$ cat config.mk
export PLATFORM = sky130hd
export DESIGN_NAME = temp_alarm_ctrl
export DESIGN_NICKNAME = d
export VERILOG_FILES = /design/src/rtl/temp_alarm_ctrl_pkg.sv /design/src/rtl/temp_alarm_ctrl_bcd_level_classify.sv /design/src/rtl/temp_alarm_ctrl.sv
export SDC_FILE = /design/constraint.sdc
export NUM_CORES = 1
export LEC_CHECK = 0
export ABC_CLOCK_PERIOD_IN_PS = 9170
export CAP_MARGIN = 30
export CORE_MARGIN = 3
export CORE_UTILIZATION = 57
export DETAILED_ROUTE_END_ITERATION = 7
export PLACE_DENSITY = 0.89
export REMOVE_ABC_BUFFERS = 1
export SETUP_SLACK_MARGIN = 0.3
export SLEW_MARGIN = 15
export SYNTH_ARGS = -nofsm -noshare
export SYNTH_HDL_FRONTEND = slang
export SYNTH_SLANG_ARGS = --single-unit
export TNS_END_PERCENT = 30
$ cat constraint.sdc
create_clock -name clk -period 9.17 [get_ports clk]
set_input_delay 0.917 -clock clk [delete_from_list [all_inputs] [get_ports clk]]
set_output_delay 0.917 -clock clk [all_outputs]
set_load 0.02 [all_outputs]
$ cat src/rtl/temp_alarm_ctrl_pkg.sv
`default_nettype none
// ============================================================================
//  Module   : temp_alarm_ctrl_pkg
//  Purpose  : Shared state codes, alarm LED patterns and helpers for the
//             temperature alarm controller and its level classifier.
//  Contents : state_t (NORMAL=1 .. EMERGENCY=4), STATE_W, ALARM_OFF,
//             ALARM_ALL, alarm_alt() for the blinking WARNING pattern.
//  Revision : 1.0  initial release
// ============================================================================
package temp_alarm_ctrl_pkg;

  localparam int STATE_W = 3;

  typedef enum logic [STATE_W-1:0] {
    ST_NORMAL    = 3'd1,
    ST_BORDER    = 3'd2,
    ST_WARNING   = 3'd3,
    ST_EMERGENCY = 3'd4
  } state_t;

  // Patterns are held at the widest supported LED bus and truncated by users.
  localparam int          ALARM_MAX_W = 64;
  localparam logic [63:0] ALARM_OFF   = '0;
  localparam logic [63:0] ALARM_ALL   = '1;

  // Alternating pattern of the given width with its MSB set (1010...).
  function automatic logic [63:0] alarm_alt(input int width);
    logic [63:0] p;
    p = '0;
    for (int i = 0; i < ALARM_MAX_W; i++) begin
      if (i < width) begin
        if (((width - 1 - i) % 2) == 0) p[i] = 1'b1;
      end
    end
    return p;
  endfunction

endpackage : temp_alarm_ctrl_pkg
`default_nettype wire

$ cat src/rtl/temp_alarm_ctrl_bcd_level_classify.sv
`default_nettype none
// ============================================================================
//  Module   : bcd_level_classify
//  Purpose  : Combinational classification of a packed BCD value against
//             three ascending thresholds, plus a digit-validity flag.
//  Ports    : value_i      packed BCD value (4*DIGITS bits)
//             th_lo_i      BORDER threshold
//             th_mid_i     WARNING threshold
//             th_hi_i      EMERGENCY threshold
//             level_o      NORMAL/BORDER/WARNING/EMERGENCY
//             digits_ok_o  1 when every nibble of value_i is 0..9
//  Revision : 1.0  initial release
// ============================================================================
module bcd_level_classify
  import temp_alarm_ctrl_pkg::*;
#(
  parameter int DIGITS = 3
) (
  input  logic [4*DIGITS-1:0] value_i,
  input  logic [4*DIGITS-1:0] th_lo_i,
  input  logic [4*DIGITS-1:0] th_mid_i,
  input  logic [4*DIGITS-1:0] th_hi_i,
  output state_t              level_o,
  output logic                digits_ok_o
);

  logic [DIGITS-1:0] w_dig_ok;

  for (genvar d = 0; d < DIGITS; d++) begin : g_digit
    assign w_dig_ok[d] = (value_i[4*d +: 4] <= 4'd9);
  end

  assign digits_ok_o = &w_dig_ok;

  // Valid packed BCD orders identically to its unsigned binary reading.
  always_comb begin
    if (value_i < th_lo_i)       level_o = ST_NORMAL;
    else if (value_i < th_mid_i) level_o = ST_BORDER;
    else if (value_i < th_hi_i)  level_o = ST_WARNING;
    else                         level_o = ST_EMERGENCY;
  end

endmodule : bcd_level_classify
`default_nettype wire

$ cat src/rtl/temp_alarm_ctrl.sv
`default_nettype none
// ============================================================================
//  Module   : temp_alarm_ctrl
//  Purpose  : Temperature state classifier with entry/exit hysteresis,
//             N-sample de-escalation, latched EMERGENCY with acknowledge,
//             blinking WARNING LED pattern and invalid-BCD rejection.
//  Ports    : clk, rst             clock, synchronous active-high reset
//             sample_valid_i       strobe qualifying temp/diff/diff_valid
//             temp_bcd_i           packed BCD temperature
//             diff_bcd_i           packed BCD change magnitude
//             diff_valid_i         diff_bcd_i meaningful for this sample
//             sign_changed_i       sign-mode change pulse (latch cause)
//             ack_i                operator acknowledge of the latch
//             state_o              1=NORMAL 2=BORDER 3=WARNING 4=EMERGENCY
//             alarm_o              LED pattern
//             latched_o            EMERGENCY latched
//             state_chg_o          pulse with every state change
//             bcd_err_o            pulse when a sample is rejected
//  Revision : 1.0  initial release
// ============================================================================
module temp_alarm_ctrl
  import temp_alarm_ctrl_pkg::*;
#(
  parameter int                DIGITS       = 3,
  parameter int                LED_W        = 10,
  parameter logic [4*DIGITS-1:0] BORDER_IN  = 12'h400,
  parameter logic [4*DIGITS-1:0] WARN_IN    = 12'h470,
  parameter logic [4*DIGITS-1:0] EMER_IN    = 12'h500,
  parameter logic [4*DIGITS-1:0] BORDER_OUT = 12'h380,
  parameter logic [4*DIGITS-1:0] WARN_OUT   = 12'h450,
  parameter logic [4*DIGITS-1:0] EMER_OUT   = 12'h480,
  parameter logic [4*DIGITS-1:0] RATE_TH    = 12'h050,
  parameter int                HOLD_SAMPLES = 4,
  parameter int                BLINK_DIV    = 25000000
) (
  input  logic                clk,
  input  logic                rst,
  input  logic                sample_valid_i,
  input  logic [4*DIGITS-1:0] temp_bcd_i,
  input  logic [4*DIGITS-1:0] diff_bcd_i,
  input  logic                diff_valid_i,
  input  logic                sign_changed_i,
  input  logic                ack_i,
  output logic [STATE_W-1:0]  state_o,
  output logic [LED_W-1:0]    alarm_o,
  output logic                latched_o,
  output logic                state_chg_o,
  output logic                bcd_err_o
);

  localparam int CNT_W = $clog2(HOLD_SAMPLES + 1);
  localparam int BLK_W = $clog2(BLINK_DIV);

  localparam logic [CNT_W-1:0] C_HOLD     = CNT_W'(HOLD_SAMPLES);
  localparam logic [BLK_W-1:0] C_BLK_LAST = BLK_W'(BLINK_DIV - 1);
  localparam logic [LED_W-1:0] C_ALT      = LED_W'(alarm_alt(LED_W));
  localparam logic [LED_W-1:0] C_ALL      = LED_W'(ALARM_ALL);
  localparam logic [LED_W-1:0] C_OFF      = LED_W'(ALARM_OFF);

  state_t             state_q,   state_d;
  logic [LED_W-1:0]   alarm_q,   alarm_d;
  logic               latched_q, latched_d;
  logic               chg_q,     chg_d;
  logic               err_q,     err_d;
  logic [CNT_W-1:0]   cnt_q,     cnt_d;
  logic [BLK_W-1:0]   blk_cnt_q, blk_cnt_d;
  logic               phase_q,   phase_d;

  state_t             w_entry_cls, w_entry_lvl, w_exit_lvl;
  logic               w_ent_ok, w_ext_ok, w_temp_ok, w_diff_ok;
  logic [4*DIGITS-1:0] w_diff_dig_ok_unused;
  logic [DIGITS-1:0]  w_diff_dig_ok;
  logic               w_valid, w_rate_cause, w_set, w_blocked;
  logic [CNT_W-1:0]   w_cnt_base, w_cnt_inc;

  bcd_level_classify #(.DIGITS(DIGITS)) u_entry (
    .value_i     (temp_bcd_i),
    .th_lo_i     (BORDER_IN),
    .th_mid_i    (WARN_IN),
    .th_hi_i     (EMER_IN),
    .level_o     (w_entry_cls),
    .digits_ok_o (w_ent_ok)
  );

  bcd_level_classify #(.DIGITS(DIGITS)) u_exit (
    .value_i     (temp_bcd_i),
    .th_lo_i     (BORDER_OUT),
    .th_mid_i    (WARN_OUT),
    .th_hi_i     (EMER_OUT),
    .level_o     (w_exit_lvl),
    .digits_ok_o (w_ext_ok)
  );

  for (genvar d = 0; d < DIGITS; d++) begin : g_diff_digit
    assign w_diff_dig_ok[d] = (diff_bcd_i[4*d +: 4] <= 4'd9);
  end
  assign w_diff_dig_ok_unused = '0;

  assign w_temp_ok = w_ent_ok & w_ext_ok;
  assign w_diff_ok = &w_diff_dig_ok;
  assign w_valid   = sample_valid_i & w_temp_ok & (~diff_valid_i | w_diff_ok);

  // A fast rise forces EMERGENCY regardless of the absolute temperature.
  assign w_rate_cause = w_valid & diff_valid_i & (diff_bcd_i >= RATE_TH);
  assign w_entry_lvl  = w_rate_cause ? ST_EMERGENCY : w_entry_cls;

  assign w_set     = sign_changed_i | w_rate_cause;
  assign w_blocked = latched_q | w_set;

  always_ff @(posedge clk) begin
    if (rst) begin
      state_q   <= ST_NORMAL;
      alarm_q   <= '0;
      latched_q <= 1'b0;
      chg_q     <= 1'b0;
      err_q     <= 1'b0;
      cnt_q     <= '0;
      blk_cnt_q <= '0;
      phase_q   <= 1'b0;
    end else begin
      state_q   <= state_d;
      alarm_q   <= alarm_d;
      latched_q <= latched_d;
      chg_q     <= chg_d;
      err_q     <= err_d;
      cnt_q     <= cnt_d;
      blk_cnt_q <= blk_cnt_d;
      phase_q   <= phase_d;
    end
  end

  always_comb begin
    state_d    = state_q;
    latched_d  = latched_q;
    blk_cnt_d  = '0;
    phase_d    = 1'b0;
    alarm_d    = C_OFF;
    err_d      = sample_valid_i & ~w_valid;
    // An accepted acknowledge restarts the de-escalation count, so samples
    // seen while latched never shorten the hold afterwards.
    w_cnt_base = (ack_i & latched_q & ~w_set) ? '0 : cnt_q;
    w_cnt_inc  = (w_cnt_base == C_HOLD) ? C_HOLD : w_cnt_base + CNT_W'(1);
    cnt_d      = w_cnt_base;

    if (w_valid) begin
      if (w_entry_lvl > state_q) begin
        state_d = w_entry_lvl;
        cnt_d   = '0;
      end else if (w_exit_lvl < state_q) begin
        // Count saturates while blocked; it is only consumed once unlatched.
        if ((w_cnt_inc == C_HOLD) && !w_blocked) begin
          state_d = w_exit_lvl;
          cnt_d   = '0;
        end else begin
          cnt_d = w_cnt_inc;
        end
      end else begin
        cnt_d = '0;
      end
    end

    if (w_rate_cause || (sign_changed_i && !w_valid)) cnt_d = '0;

    // Setting the latch wins over an acknowledge in the same cycle.
    if (w_set) begin
      state_d   = ST_EMERGENCY;
      latched_d = 1'b1;
    end else if (ack_i) begin
      latched_d = 1'b0;
    end

    case (state_d)
      ST_WARNING: begin
        if (state_q == ST_WARNING) begin
          if (blk_cnt_q == C_BLK_LAST) begin
            phase_d = ~phase_q;
          end else begin
            blk_cnt_d = blk_cnt_q + BLK_W'(1);
            phase_d   = phase_q;
          end
        end
        alarm_d = phase_d ? ~C_ALT : C_ALT;
      end
      ST_EMERGENCY: alarm_d = C_ALL;
      default:      alarm_d = C_OFF;
    endcase

    chg_d = (state_d != state_q);
  end

  assign state_o     = state_q;
  assign alarm_o     = alarm_q;
  assign latched_o   = latched_q;
  assign state_chg_o = chg_q;
  assign bcd_err_o   = err_q;

endmodule : temp_alarm_ctrl
`default_nettype wire

== After elaboration in Yosys (flattened, before gate mapping) ==
Cells that the tools add are included.
Storage, ports and cells
  word-level logic and storage cells: 84
  input bits: 30
  output and inout port bits: 16
  register bits after elaboration: 45
Cells by class
  $lt $le $gt $ge: 15
  bitwise gates (word level): 16
  reductions and logical operators: 11
  muxes and demuxes: 25
  add/subtract/negate cells: 2
  equality and inequality tests: 7
Operator list (number)
  $lt A12 B11 Y1 const B: 5
  $mux W3: 18
  $add A25 B1 Y25 const B: 1
  $eq A25 B25 Y1 const B: 1
  $le A4 B4 Y1 const B: 6
  $pmux W10 S2: 1
  $ge A12 B7 Y1 const B: 1
  $lt A12 B10 Y1 const B: 1
  $mux W10: 1
  $eq A3 B3 Y1 const B: 3
  $and A1 B1 Y1: 7
  $eq A3 B2 Y1 const B: 2
  $not A1 Y1: 6
  $reduce_and A3 Y1: 2
  $mux W1: 5
  $reduce_or A2 Y1: 2
  $reduce_or A4 Y1: 1
  $add A3 B1 Y3 const B: 1
  $gt A3 B3 Y1: 1
  $lt A3 B3 Y1: 1
  $ne A3 B3 Y1: 1
  $or A1 B1 Y1: 3
  $logic_and A1 B1 Y1: 2
  $logic_not A1 Y1: 2
  other kinds (2): 2

== Logic depth before layout (Yosys ltp) ==
Gate-level depths: netlist (run 1).
  word-level depth: 23
  depth in mapped cells: 16
  depth with buffers taken out: 14

== Cells and area by module ==
From an unflattened synthesis (run 1), not the netlist that was laid out.
Unflattened totals
  cell total of the unflattened synthesis: 516
  area, all modules: 4202.8 µm²
Modules (own cells, without submodules)
  temp_alarm_ctrl: cells an instance 280, area an instance 2351.0 µm², times used 1, seq. area each 740.7 µm²
  bcd_level_classify: cells an instance 118, area an instance 925.9 µm², times used 2, seq. area each 0.0 µm²

== Least setup slack after synthesis (run 1) ==
OpenSTA, ideal clock, no wires.
  path type: in2reg
  start: input port diff_bcd_i[7]
  end: register phase_q
  stages: 15
  setup time: 0.065 ns
  slack: 4.850 ns
  path buffers: 1
  arrival: 4.254 ns
  cells stage by stage: or3_1 -> o31ai_1 -> o31ai_1 -> or2_2 -> nand2_1 -> inv_1 -> ha_1 -> xor2_1 -> a31oi_1 -> inv_1 -> a311oi_1 -> o2111a_2 -> nand4b_4 -> buf_6 -> nor2_2
Between the ends
  cells in the longest elaborated chain, start to end: 22
  elaborated cells on any way between the ends: 28
  those cells by class: 1 x add/sub; 3 x order compare; 3 x eq/ne; 8 x mux; 9 x bitwise; 4 x reduce/logical
Ends and longest elaborated chain
  start: declaration: line temp_alarm_ctrl.sv:40  | input logic [4*DIGITS-1:0] diff_bcd_i,
  $le A4 B4 Y1: line temp_alarm_ctrl.sv:95  | assign w_diff_dig_ok[d] = (diff_bcd_i[4*d +: 4] <= 4'd9);
  $reduce_and A3 Y1: line temp_alarm_ctrl.sv:100  | assign w_diff_ok = &w_diff_dig_ok;
  $or A1 B1 Y1: line temp_alarm_ctrl.sv:101  | assign w_valid = sample_valid_i & w_temp_ok & (~diff_valid_i | w_diff_ok);
  $and A1 B1 Y1: line temp_alarm_ctrl.sv:101
  $and A1 B1 Y1 (2 in series): line temp_alarm_ctrl.sv:104  | assign w_rate_cause = w_valid & diff_valid_i & (diff_bcd_i >= RATE_TH);
  $or A1 B1 Y1: line temp_alarm_ctrl.sv:107  | assign w_set = sign_changed_i | w_rate_cause;
  $not A1 Y1: line temp_alarm_ctrl.sv:141  | w_cnt_base = (ack_i & latched_q & ~w_set) ? '0 : cnt_q;
  $and A1 B1 Y1: line temp_alarm_ctrl.sv:141
  (+5 left out)
  $mux W3: line temp_alarm_ctrl.sv:151  | if ((w_cnt_inc == C_HOLD) && !w_blocked) begin
  $mux W3: line temp_alarm_ctrl.sv:149  | end else if (w_exit_lvl < state_q) begin
  $mux W3: line temp_alarm_ctrl.sv:146  | if (w_entry_lvl > state_q) begin
  $mux W3: line temp_alarm_ctrl.sv:145  | if (w_valid) begin
  $mux W3 (*): line temp_alarm_ctrl.sv:165  | if (w_set) begin
  $eq A3 B2 Y1 (*): line temp_alarm_ctrl.sv:172  | case (state_d)
  $not A1 Y1 (no source line) (*)
  $reduce_or A2 Y1 (no source line) (*)
  end signal: assignment: line temp_alarm_ctrl.sv:128  | phase_q <= phase_d;
  end: declaration: line temp_alarm_ctrl.sv:67  | logic phase_q, phase_d;
Mark *: on every way between the ends. The rest lies on a longest branch, timed or not.
A chain may end at the register's enable or synchronous reset.

== Worst setup path after layout (run 1) ==
  start: input port diff_bcd_i[7]
  end: register blk_cnt_q[10]
Between the ends
  cells in the longest elaborated chain, start to end: 22
  elaborated cells on any way between the ends: 28
  those cells by class: 1 x add/sub; 3 x order compare; 3 x eq/ne; 8 x mux; 9 x bitwise; 4 x reduce/logical
Ends and longest elaborated chain
  $le A4 B4 Y1: line temp_alarm_ctrl.sv:95
  $reduce_and A3 Y1: line temp_alarm_ctrl.sv:100
  $or A1 B1 Y1: line temp_alarm_ctrl.sv:101
  $and A1 B1 Y1: line temp_alarm_ctrl.sv:101
  $and A1 B1 Y1 (2 in series): line temp_alarm_ctrl.sv:104
  $or A1 B1 Y1: line temp_alarm_ctrl.sv:107
  $not A1 Y1: line temp_alarm_ctrl.sv:141
  $and A1 B1 Y1: line temp_alarm_ctrl.sv:141
  (+5 left out)
  $mux W3: line temp_alarm_ctrl.sv:151
  $mux W3: line temp_alarm_ctrl.sv:149
  $mux W3: line temp_alarm_ctrl.sv:146
  $mux W3: line temp_alarm_ctrl.sv:145
  $mux W3 (*): line temp_alarm_ctrl.sv:165
  $eq A3 B2 Y1 (*): line temp_alarm_ctrl.sv:172
  $not A1 Y1 (no source line) (*)
  $reduce_or A4 Y1 (no source line) (*)
  end signal: assignment: line temp_alarm_ctrl.sv:127  | blk_cnt_q <= blk_cnt_d;
  end: declaration: line temp_alarm_ctrl.sv:66  | logic [BLK_W-1:0] blk_cnt_q, blk_cnt_d;
Marked as above.

==> metrics.md, run 1 <==
| Metric | Value |
|---|---|
| Status | `finished clean` |
| Fmax | `about 190 MHz` |
| Slew Limit Fails | `0` |
| Class of the worst hold path | `reg2reg` |
| Hold EP | `blk_cnt_q[0]` |
| Maximum fanout along the worst path | `27` |
| Antenna violations before repair | `0` |
| Initial core utilization | `60.4%` |
| Leak | `1.06 nW` |
| PwrDens | `around 120 nW/um^2` |
| Reg clk slew, reported paths | `~0.080 ns` |
| Commonest non-fill, non-tap cell in the layout | `clkdlybuf4s50_1` |
| Yosys reg bits | `37` |
| Synthesized cell area | `around 2500 um^2` |
| Largest family of logic cells by synthesized area | `simple AND/OR/NAND/NOR gates` |
| Total track usage | `between 20% and 30%` |
| Hold path start | `blk_cnt_q[0]` |
| Setup-failing EPs final | `0` |
| I/O pin count | `46` |
| Worst r2r dst | `blk_cnt_q[10]` |
| Layout cell share with drive strength beyond 1 | `7.18%` |
| VDD IR max | `between 100 and 150 uV` |
| Post-Synth Adder-Cell Area | `between 4 and 5%` |
| CP Data Required Time | `9.37 ns` |
| Compound-Gate Fraction of Synth Area | `18.6%` |
| Via/cell ratio | `about 6.1` |
| Final Non-Filler Cells | `between 300 and 400` |
| Initial DRC count | `between 200 and 250` |
| Syn_area_per_cell | `between 7 and 8 um^2` |
| Ant diodes | `0` |
| Area after DPL | `2860 um^2` |
| # rows | `23` |
| Reg-to-reg slack, setup | `between 5 and 6 ns` |
| Kind of critical path | `in2reg` |
| Max Cap Viol | `0` |
| Netlist cell types | `64` |
| Final ANT Viol Nets | `0` |
| Mapped Cells | `313` |
| DRT Wirelength | `5940 um` |
| Clock Skews | `roughly 0.0084 ns` |
| Post-CTS Hold Buffers | `0` |
| Post-synth ARST share | `0%` |
| # clock sinks | `37` |
| Vias in the first global route | `roughly 2,200` |
| Final Hold Viols | `0` |
| Period utilization | `approximately 58%` |
| Final net count | `a little under 400` |
| Post-detail-place hpwl | `4430 um` |
| XOR/XNOR Fraction of Synth Area | `8.87%` |
| Worst Setup End Kind | `flip-flop` |
| Chip Width | `~70 um` |
| First-pass GRT wire length | `between 9000 and 10,000 um` |
| Synth top area cells | `dfxtp_1 30%, nand2_1 6.1%, nor2_1 6.1%` |
| Filler Cells Inserted | `between 300 and 400` |
| Post-synth top flop | `dfxtp_1` |
| Multiplexer share of the synthesized area | `0%` |
| Type of element launching the critical path | `input port` |
| Simple-Gate Fraction of Synth Area | `between 30% and 40%` |
| Placed insts | `390` |
| RSZ-0062 raised after global routing | `false` |
| Synth warnings | `0` |
| Die extent in y | `71.8 um` |
| Max_slew headroom | `between 40% and 50%` |
| Die area | `5150 um^2` |
| Synth area leader | `dfxtp_1` |
| WHS | `around 0.5 ns` |
| Gpl congestion | `0.963` |
| DRC viols | `0` |
| Total congestion overflow | `0` |
| CTS tree | `done` |
| Slew @ Worst Pin | `around 0.81 ns` |
| CP Data Arrival Time | `5.50 ns` |
| Post-synth top area share | `a little under a third` |
| Reg2reg path depth | `12` |
| CORE AREA | `between 4000 and 5000 um^2` |
| Vias | `2,416` |
| Non-Filler Cell Area, Final | `2940 um^2` |
| H-tree Lvls | `2` |
| Final TNS setup | `0 ns` |
| Clock Tree Buf Depth | `2` |
| Port Buf Inserts | `43` |
| Tot Pwr | `approximately 360 uW` |
| Setup Fix Bufs, Post-CTS | `0` |
| Root Driver | `clkbuf_8` |
| DRT Pass-1 Iters | `5` |
| R2r startpoint | `latched_o` |
| Seq/Total Area, Yosys | `30.0%` |
| Most frequent cells in the layout | `43 x clkdlybuf4s50_1, 40 x nand2_1, 40 x nor2_1` |
| Clk_lat worst skew | `about 0.3 ns` |
| Detail-routed net length per standard cell | `14.9 um` |
| CTS buffer count | `5` |
| Largest net degree at the start of global routing | `28` |
| Minimum clock period | `around 5.3 ns` |
| WHS Path Cells | `1` |
| Post-synth EDFFs | `0` |
| Area grow syn2layout | `19.2%` |
| Post-cts repair resize count | `0` |
[cells in the mapped netlist, types with 7 or more instances]
| master | instances |
|---|---|
| nand2_1 | 40 |
| nor2_1 | 40 |
| dfxtp_1 | 37 |
| xnor2_1 | 17 |
| nand3_1 | 16 |
| o21ai_0 | 13 |
| inv_1 | 11 |
| nor3_1 | 10 |
| buf_4 | 8 |
| ha_1 | 8 |
| xor2_1 | 8 |
| nand4_1 | 7 |
[stage by stage]
| step | worst slack [ns] | utilization (%) |
|---|---|---|
| global placement | 3.72 | 69.9 |
| global route | 3.49 | 72.0 |
| CTS | 3.96 | 72.0 |
| detailed placement | 3.70 | 69.9 |
| finish | 3.87 | 72.0 |
| floorplan | 4.73 | - |
[state kept, by name, summed over array words and instances, names as in the netlist]
signal	count
alarm_o	2
state_o	3
state_chg_o	1
cnt_q	3
latched_o	1
bcd_err_o	1
phase_q	1
blk_cnt_q	25
[worst max-delay path, cell delays in order]
cell and delay [ns]:
clkdlybuf4s50_1 0.42, or3_1 0.40, o31ai_1 0.50, o31ai_1 0.12
buf_4 0.19, or2_2 0.33, nand2_1 0.10, inv_1 0.06
ha_1 0.23, xor2_1 0.15, a31oi_1 0.60, nor2_1 0.12
a211oi_1 0.40, o221a_2 0.30, nand4b_4 0.34, nor3b_1 0.32
[metal layers]
layer | up-vias | track usage [%] | share of wire (%)
li1 | 1194 | - | -
met1 | 1116 | 33.2 | 48
met2 | 95 | 36.2 | 44
met3 | 11 | 6.03 | 7.0
met4 | 0 | 8.98 | 1.5
met5 | - | 0 | 0
[report_power, final]
group	switching (mW)	leakage, nW	total (mW)	internal, mW
registers	0.00362	0.300	0.167	0.164
logic	0.0428	0.715	0.0801	0.0373
clock network	0.0576	0.0450	0.110	0.0526
[cell families (layout without fill, tap and decap cells)]
family          count (synthesis)  after routing
flops                          37             37
xor+xnor                       25             25
simple gates                  155            155
buf+inv                        28             63
fa+ha+maj                       8              8
compound gates                 60             60
[area by class of cell]
type | instances | area [um^2] | area share (%)
Multi-Input combinational cell | 248 | 1580 | 53.6
Sequential cell | 37 | 741 | 25.2
Timing Repair Buffer | 44 | 438 | 14.9
Clock buffer | 6 | 72.6 | 2.47
Tap cell | 50 | 62.6 | 2.13
Inverter | 11 | 41.3 | 1.40
Clock inverter | 2 | 10.0 | 0.340
[worst max-delay path by stage]
stage,start,endpoint,slack [ns],cells past startpoint
floorplan,diff_bcd_i[7],blk_cnt_q[10],4.73,14
global placement,diff_bcd_i[7],blk_cnt_q[5],3.72,16
detailed placement,diff_bcd_i[7],blk_cnt_q[10],3.70,16
CTS,diff_bcd_i[7],blk_cnt_q[10],3.96,16
global route,diff_bcd_i[7],blk_cnt_q[10],3.49,16
finish,diff_bcd_i[7],blk_cnt_q[10],3.87,16
(Power assumes the default switching activity.)
==> run 2: changes to the inputs <==
ABC_CLOCK_PERIOD_IN_PS = 4900   (was 9170)
CORE_UTILIZATION = 53   (was 57)
PLACE_DENSITY = 0.84   (was 0.89)
clock period = 4.9 ns   (was 9.17 ns; I/O delays follow)
==> run 2 against run 1 <==
  * Critical endpoint unchanged
  * Global-route usage down 1.4 points
  * Sequential power up 87%
  * Die area up 6.9%
  * Cell area up 3.3%
==> metrics.md, run 2 (synthesized netlist as in run 1, its figures left out) <==
| Metric | Value |
|---|---|
| RSZ-0062 raised after global routing | `false` |
| Minimum clock period | `4.31 ns` |
| Post-detail-place hpwl | `4400 um (-0.48%)` |
| # clock sinks | `37 (unchanged)` |
| Reg clk slew, reported paths | `0.08 ns (about the same)` |
| Reg2reg path depth | `12 (unchanged)` |
| Largest net degree at the start of global routing | `26 (-7.1%)` |
| Register area | `741 um^2 (unchanged)` |
| Layout cell share with drive strength beyond 1 | `9.07% (+1.9 points)` |
| Status | `finished clean` |
| CP Data Required Time | `5.12 ns (-4.25 ns)` |
| Initial DRC count | `165 (-21%)` |
| Slowest stage delay, CP | `0.43 ns (-0.17 ns)` |
| Commonest non-fill, non-tap cell in the layout | `clkdlybuf4s50_1` |
| Clock Skews | `0.00987 ns (+0.00144 ns)` |
| Top reg by flops | `blk_cnt_q` |
| Setup-failing EPs final | `0 (unchanged)` |
| Die area | `5510 um^2 (+6.9%)` |
| Detail-routed net length per standard cell | `14.8 um (-0.65%)` |
| VDD IR max | `219 uV (+66%)` |
| Final Hold Viols | `0 (unchanged)` |
| Clk_lat worst skew | `0.30 ns (about the same)` |
| Setup WS pre-CTS | `0.148 ns (-3.55 ns)` |
| Max Cap Viol | `0 (unchanged)` |
| Period utilization | `88.0%` |
| Type of element launching the critical path | `input port` |
| Kind of critical path | `in2reg` |
| Max reg flops | `25 (unchanged)` |
| Final setup margin | `0.588 ns (-3.28 ns)` |
| Worst r2r dst | `blk_cnt_q[10]` |
| Post-CTS Hold Buffers | `0 (unchanged)` |
| Max_slew headroom | `45.0% (-1.2 points)` |
| Initial core utilization | `55.9% (-4.5 points)` |
| Final net count | `390 (+1.3%)` |
| Fmax | `232 MHz` |
| # rows | `24 (+4.3%)` |
| Slew Limit Fails | `0 (unchanged)` |
| H-tree Lvls | `2 (unchanged)` |
| Via/cell ratio | `6.06 (-0.18%)` |
| Antenna violations before repair | `0 (unchanged)` |
| Critical-path top delay cell | `o21ai_0` |
| Area grow syn2layout | `23.1%` |
| Area occupied by multi-input gates | `1580 um^2 (+0.40%)` |
| Clock Tree Buf Depth | `2 (unchanged)` |
| Final TNS setup | `0 ns (unchanged)` |
| Root Driver | `clkbuf_8` |
| Ant diodes | `0 (unchanged)` |
| R2r startpoint | `latched_o` |
| Slew @ Worst Pin | `0.825 ns (+0.0174 ns)` |
| Final ANT Viol Nets | `0 (unchanged)` |
| DRT Pass-1 Iters | `4 (-1)` |
| Total track usage | `22.7% (-1.4 points)` |
| Most frequent cells in the layout | `43 x clkdlybuf4s50_1, 40 x nand2_1, 40 x nor2_1` |
| Vias | `2,454 (+1.6%)` |
| Gpl congestion | `1.00 (+4.2%)` |
| Port Buf Inserts | `43 (unchanged)` |
| CP Cell Sequence | `clkdlybuf4s50_1 -> or3_1 -> o31ai_1 -> o31ai_1 -> o21ai_0 -> inv_1 -> ha_1 -> xor2_1 -> a31oi_2 -> inv_1 -> a311oi_1 -> o2111a_2 -> nand4b_4 -> buf_12 -> nor3b_1` |
| CP Data Arrival Time | `4.53 ns (-0.97 ns)` |
| Worst Setup EP | `blk_cnt_q[10]` |
| Vias in the first global route | `2,220 (+0.91%)` |
| Chip Width | `74.2 um (+3.4%)` |
| DRT Wirelength | `6010 um (+1.1%)` |
| Critical Path Start | `diff_bcd_i[7]` |
| First-pass GRT wire length | `9870 um (-0.83%)` |
| Reg-to-reg slack, setup | `1.63 ns (-4.03 ns)` |
| Total congestion overflow | `0 (unchanged)` |
| DRC viols | `0 (unchanged)` |
| Class of the worst hold path | `reg2reg` |
| Leak | `1.10 nW (+4.1%)` |
| CTS buffer count | `5 (unchanged)` |
| Filler Cells Inserted | `347 (+7.4%)` |
| Maximum fanout along the worst path | `21 (-22%)` |
| PwrDens | `244 nW/um^2 (+100%)` |
| CTS tree | `done` |
| Worst Setup End Kind | `flip-flop` |
| Die extent in y | `74.2 um (+3.4%)` |
| CORE AREA | `4410 um^2 (+8.0%)` |
| I/O pin count | `46 (unchanged)` |
run 2: per-stage QoR:
stage	cell area [um^2]	utilization, %	total power [mW]	std cells	hold WS, ns
2_1_floorplan	2360	-	0.397	296	0.450
3_3_place_gp	2910	65.9	0.467	397	0.469
3_5_place_dp	2910	65.9	0.469	397	0.477
4_1_cts	3030	68.7	0.744	405	0.490
5_1_grt	3040	68.8	0.770	405	0.513
6_report	3040	68.8	0.740	405	0.489
run 2: how the worst min path moves through the flow:
stage,start,cells past startpoint,end
finish,blk_cnt_q[0],1,blk_cnt_q[0]
global route,blk_cnt_q[0],1,blk_cnt_q[0]
CTS,blk_cnt_q[0],1,blk_cnt_q[0]
detailed placement,blk_cnt_q[0],1,blk_cnt_q[0]
global placement,blk_cnt_q[0],1,blk_cnt_q[0]
floorplan,blk_cnt_q[0],1,blk_cnt_q[0]
run 2: critical path, delay by kind of cell:
| family | cells | cell delay, ns |
|---|---|---|
| xor+xnor | 1 | 0.16 |
| buf+inv | 4 | 0.82 |
| simple gates | 3 | 0.77 |
| fa+ha+maj | 1 | 0.24 |
| compound gates | 6 | 2.05 |
run 2: power breakdown:
group	switching [mW]	internal, mW
registers	0.00695	0.306
clock network	0.110	0.165
logic	0.0802	0.0720
run 2: repair_timing:
| item | 4_1_cts | 5_1_grt |
|---|---|---|
| setup endpoints to repair | 0 | 21 |
| resized for setup | 0 | 2 |
| setup buffers | 0 | 0 |
run 2: area by class of cell:
cell class,instances,area share [%]
clock buffers,6,2.72
clock inverters,2,1.24
inverters,11,1.36
multi-input cells,248,52.1
flip-flops and latches,37,24.4
well taps,52,2.14
repair buffers,49,16.1
run 2: metal layers:
metal / vias to the layer above / share of wire, % / wire length (um) / track usage [%]
li1: 1199 / - / - / -
met1: 1126 / 46 / 2760 / 31.7
met2: 111 / 43 / 2590 / 34.1
met3: 18 / 9.5 / 568 / 6.76
met4: 0 / 1.6 / 94 / 6.32
met5: - / 0 / 0 / 0
